$ cat src/rtl/serial_subtractor.sv
// Bit-serial ripple-borrow subtractor: diff = a - b - bin, one bit per cycle, LSB first.
// Results land WIDTH+1 cycles after an accepted start; start is ignored while busy.
module serial_subtractor #(
   parameter int WIDTH = 4
) (
   input  logic             clk,
   input  logic             rst_n,
   input  logic             start,
   input  logic [WIDTH-1:0] a,
   input  logic [WIDTH-1:0] b,
   input  logic             bin,
   output logic             busy,
   output logic             done,
   output logic [WIDTH-1:0] diff,
   output logic             borrow
);
   localparam int CW = $clog2(WIDTH + 1);

   typedef enum logic [1:0] {S_IDLE, S_RUN, S_DONE} state_t;

   state_t           state;
   logic [WIDTH-1:0] a_sh;
   logic [WIDTH-1:0] b_sh;
   logic [WIDTH-1:0] partial;
   logic [CW-1:0]    cnt;
   logic             br;

   logic a0, b0, d_bit, br_nxt;
   assign a0     = a_sh[0];
   assign b0     = b_sh[0];
   assign d_bit  = a0 ^ b0 ^ br;
   assign br_nxt = (~a0 & b0) | (~(a0 ^ b0) & br);

   always_ff @(posedge clk or negedge rst_n) begin
      if (!rst_n) begin
         state   <= S_IDLE;
         a_sh    <= '0;
         b_sh    <= '0;
         partial <= '0;
         cnt     <= '0;
         br      <= 1'b0;
         busy    <= 1'b0;
         done    <= 1'b0;
         diff    <= '0;
         borrow  <= 1'b0;
      end else begin
         done <= 1'b0;
         case (state)
            S_IDLE: begin
               if (start) begin
                  a_sh  <= a;
                  b_sh  <= b;
                  br    <= bin;
                  cnt   <= '0;
                  busy  <= 1'b1;
                  state <= S_RUN;
               end
            end
            S_RUN: begin
               // Result bits enter at the MSB so the LSB ends up at bit 0 after WIDTH shifts.
               partial <= {d_bit, partial[WIDTH-1:1]};
               a_sh    <= a_sh >> 1;
               b_sh    <= b_sh >> 1;
               br      <= br_nxt;
               cnt     <= cnt + CW'(1);
               if (cnt == CW'(WIDTH - 1)) begin
                  busy  <= 1'b0;
                  state <= S_DONE;
               end
            end
            S_DONE: begin
               diff   <= partial;
               borrow <= br;
               done   <= 1'b1;
               if (start) begin
                  a_sh  <= a;
                  b_sh  <= b;
                  br    <= bin;
                  cnt   <= '0;
                  busy  <= 1'b1;
                  state <= S_RUN;
               end else begin
                  state <= S_IDLE;
               end
            end
            default: begin
               busy  <= 1'b0;
               state <= S_IDLE;
            end
         endcase
      end
   end

endmodule
$ cat config.mk
export PLATFORM = sky130hd
export DESIGN_NAME = serial_subtractor
export DESIGN_NICKNAME = d
export VERILOG_FILES = /design/src/rtl/serial_subtractor.sv
export SDC_FILE = /design/constraint.sdc
export NUM_CORES = 1
export LEC_CHECK = 0
export CORE_MARGIN = 4
export CORE_UTILIZATION = 40
export CTS_BUF_LIST = sky130_fd_sc_hd__clkbuf_4 sky130_fd_sc_hd__clkbuf_8
export DETAILED_ROUTE_END_ITERATION = 6
export PLACE_DENSITY = 0.66
export SLEW_MARGIN = 20
export SYNTH_ARGS = -nofsm -noshare
export SYNTH_HDL_FRONTEND = slang
export SYNTH_SLANG_ARGS = --single-unit
export TNS_END_PERCENT = 10
$ cat constraint.sdc
create_clock -name clk -period 2.4 [get_ports clk]
set_clock_uncertainty 0.15 [all_clocks]
set_input_delay 0.36 -clock clk [delete_from_list [all_inputs] [get_ports clk]]
set_output_delay 0.36 -clock clk [all_outputs]
set_load 0.05 [all_outputs]
* Word level (Yosys, flattened, before mapping) *
Index checks and enable logic that the tools add are counted.

word-level totals
  output and inout port bits = 7
  input bits = 12
  bits in registers = 25
  word-level logic and storage cells = 46

operators by class
  reduce and logical (&&, ||, !) cells = 6
  multiplexer cells = 16
  $add $sub $neg = 1
  eq/ne operators = 6
  bitwise operators = 7

operator list
  cell                                           number
  case mux 4 bit (2 select lines)                2
  two-way mux 4 bit                              2
  case mux 2 bit (3 select lines)                1
  case mux 3 bit (2 select lines)                1
  AND reduction 2 bit                            3
  two-way mux 1 bit                              5
  two-way mux 2 bit                              2
  != test 2 bit, second input constant           2
  case mux 1 bit (2 select lines)                2
  adder 3 x 1 -> 3 bit, second input constant    1
  == test 3 x 2 -> 1 bit, second input constant  1
  two-way mux 3 bit                              1
  AND 1 bit                                      2
  == test 2 x 1 -> 1 bit, second input constant  1
  == test 2 bit, second input constant           1
  zero test 2 bit                                1
  != test 2 x 1 -> 1 bit, second input constant  1
  NOT 1 bit                                      2
  nonzero test 2 bit                             1
  OR reduction 2 bit                             1
  bitwise XOR 1 bit                              2
  bitwise OR 1 bit                               1

* Depth between registers and ports, before layout *
  depth after elaboration = 5
  gate-level depth with buffers = 5
  mapped depth without buffers = 5

* Worst setup path before layout *
No wires, ideal clock.

  path type = reg-to-reg
  start = register cnt[0]
  end = register cnt[1]
  setup slack = 0.990 ns
  setup time = 0.121 ns
  required time = 2.129 ns
  period minus slack after synthesis = 1.410 ns
  stages on the path, launching flop included = 4
  buffers on the path = 0
  data arrival time = 1.139 ns
  cell sequence = dfrtp_1 ha_1 mux2_4 a22o_1

on the way
  longest elaborated chain between the ends = 2

RTL lines
  element                          RTL line  RTL
  start: declaration               25        logic [CW-1:0] cnt;
  start signal: assignment         65        cnt <= cnt + CW'(1);
  adder 3 x 1 -> 3 bit             65
  case mux 3 bit (2 select lines)  48        case (state)

Every way passes these cells.
A chain may end at the register's enable or synchronous reset.

* Final worst setup path *
  start = register busy
  end = output busy

RTL lines
  element                   RTL line  RTL
  start: declaration        12        output logic busy,
  start signal: assignment  42        busy <= 1'b0;
  start signal: assignment  55        busy <= 1'b1;
  start signal: assignment  67        busy <= 1'b0;

No word-level cell between the ends.

==> metrics.md <==
| Metric | Value |
|---|---|
| Outcome | `completed` |
| CTS max path bufs | `2` |
| Worst vdd ir | `0.522 mV` |
| Top_reg_cell synth | `dfrtp_1` |
| Worst reg2reg setup slack | `690 ps` |
| Top cell family by delay on the critical path | `buffers and inverters` |
| Core area | `0.00285 sq mm` |
| CP Max Fanout | `3` |
| Leading cell type in the layout, fill and taps excluded | `dfrtp_1` |
| First-pass GRT wire length | `3.46 mm` |
| Setup violators final | `0` |
| Post-DP HPWL | `1.37 mm` |
| Placed cells | `144` |
| RR Endpoint | `cnt[1]` |
| Mapped Nets | `116` |
| Worst hold-check path type | `in -> async` |
| Commonest cells after routing, fill and taps aside | `dfrtp_1, clkdlybuf4s50_1, mux2i_1` |
| PwrDens | `1320 mW/mm^2` |
| Worst-Margin Slew | `810 ps` |
| DR pass1 iterations | `2` |
| Die height | `63.7 microns` |
| Final Net Count | `133` |
| Count of final hold-check violations | `0` |
| Leak | `0.633 nW` |
| Yosys reg bits | `25` |
| Grt total ovfl | `0` |
| Postcts setup bufs | `0` |
| Crit-path max cell delay | `820 ps` |
| Final WL | `1.95 mm` |
| Setup crit end | `busy` |
| DRT iter0 DRCs | `19` |
| Via density | `5.31` |
| Avg WL per Cell | `13.2 microns` |
| H-tree levels | `1` |
| Io pins | `19` |
| Layout area overhead | `15.9%` |
| Post_cts resized | `0` |
| Clk slew on worst S/H paths | `140 ps` |
| Sink Count | `25` |
| Worst-Skew Late Latency | `320 ps` |
| Num CTS Buffers | `3` |
| Fin crit share | `84.6%` |
| R2r startpoint | `state[1]` |
| Post-synthesis cell area | `0.00124 sq mm` |
| Root Buffer | `clkbuf_4` |
| Diode count | `0` |
| ANT nets after route | `0` |
| CTS tree | `yes` |
| CP cell instances | `clkdlybuf4s50_1` |
| Post-Syn Instances | `101` |
| Fin Setup TNS | `0 ps` |
| CP Buf/Inv Count | `1` |
| Die area | `0.00405 sq mm` |
| Data required, critical path | `1890 ps` |
| FMAX | `493 MHz` |
| IO Port Bufs | `18` |
| Starting Density | `43.5%` |
| Vias | `786` |
| CP arrival | `1520 ps` |
| Slew Viols, Final | `0` |
| Non-filler cells, final | `148` |
| Sequential area share after synthesis | `50.5%` |
| Worst path slowest cell | `clkdlybuf4s50_1` |
| Share of cells above drive strength 1 | `16.2%` |
| Row count | `19` |
| Max-cap violations | `0` |
| Async set or reset register ratio after synthesis | `100%` |
| Total global-route track usage | `10.6%` |
| Final Util | `50.4%` |
| Final period demand of the worst path | `2030 ps` |
| Antenna violations before repair | `0` |
| Setup crit end kind | `output pin` |
| Drc violations | `0` |
| Largest net degree at the start of global routing | `26` |
| CP Launch Point | `busy` |
| Post-CTS Hold Buffers | `0` |
| Number of synthesized flops with an enable pin | `0` |
| Worst rel slew slack | `46.0%` |
| Syn_area_per_cell | `12.3 sq um` |
| CP Launch Type | `flip-flop` |
| Yosys warnings | `0` |
| DIE WIDTH | `63.7 microns` |
| RSZ-0062 raised after global routing | `no` |
| WS Path Type | `reg -> out` |
| Cells on worst reg2reg path | `2` |
| Distinct cells, synth | `24` |
| Vias in the first global route | `806` |
| Routability cong. | `0.725` |
| Levels on crit path | `1` |
## registers in the layout (all words and copies together), names as in the netlist, 2 cells and up
| signal | cells |
|---|---|
| a_sh | 4 |
| b_sh | 4 |
| cnt | 3 |
| diff | 4 |
| partial | 4 |
| state | 2 |
## worst register-to-register path, cell delays in order, from the launching register on
cell and delay [ps]:
dfrtp_1 900, mux2_4 350, a22o_1 220
## how the worst min path moves through the flow
stage | start | endpoint | slack (ps) | cells after the start
4_1_cts | rst_n | diff[0] | 220 | 2
5_1_grt | rst_n | partial[0] | 250 | 2
2_1_floorplan | rst_n | a_sh[0] | -90 | 0
6_report | rst_n | done | 230 | 2
3_5_place_dp | borrow | borrow | 330 | 2
3_3_place_gp | borrow | borrow | 320 | 2
## through the flow
stage               cell area (sq um)  hold WS, ps  power (W)  setup slack (ps)
finish                           1440          225    0.00189               371
global route                     1440          248    0.00204               296
CTS                              1440          222    0.00193               342
detailed placement               1410          326    0.00173               404
global placement                 1410          316    0.00170               472
floorplan                        1240        -85.6    0.00152               990
## synthesized netlist by cell type, types with 3 or more instances
library cell  count  area [sq um]
nand2_1           3          11.3
buf_6             4          45.0
a211oi_1          7          52.6
nor2b_1           7          43.8
mux2i_1           9          90.1
mux2_2            6          67.6
mux2_4            5          75.1
nor2_1            3          11.3
o21ai_0           5          25.0
inv_1             4          15.0
a21oi_1           7          35.0
dfrtp_1          25           626
## layout make-up
| type | instances | area, sq um |
|---|---|---|
| Fill cell | 274 | 1420 |
| Sequential cell | 25 | 626 |
| Multi-Input combinational cell | 64 | 533 |
| Timing Repair Buffer | 20 | 195 |
| Tap cell | 31 | 38.8 |
| Clock buffer | 3 | 22.5 |
| Inverter | 4 | 15.0 |
| Clock inverter | 1 | 7.51 |
## metal layers
layer	global-route usage, %	up-vias	wire [microns]
met1	13.9	381	937
met5	0	-	0
met4	2.43	0	12
met3	4.44	2	113
li1	-	385	-
met2	16.3	18	887
## power breakdown
| group | switching [W] | leakage (nW) | internal, W |
|---|---|---|---|
| Sequential | 0.000161 | 0.307 | 0.000616 |
| Clock | 0.000127 | 0.0139 | 0.0000636 |
| Combinational | 0.000453 | 0.312 | 0.000473 |
| Total | 0.000741 | 0.633 | 0.00115 |
## logic make-up (layout without fill, tap and decap cells)
group | Yosys count | count (layout) | synth area share, %
compound gates | 21 | 21 | 10.5
xor+xnor | 1 | 1 | 0.706
fa+ha+maj | 3 | 3 | 3.63
buf+inv | 12 | 28 | 6.56
flops | 25 | 25 | 50.5
mux | 20 | 20 | 18.8
simple gates | 19 | 19 | 9.38
Power figures use the tool's default switching activity.
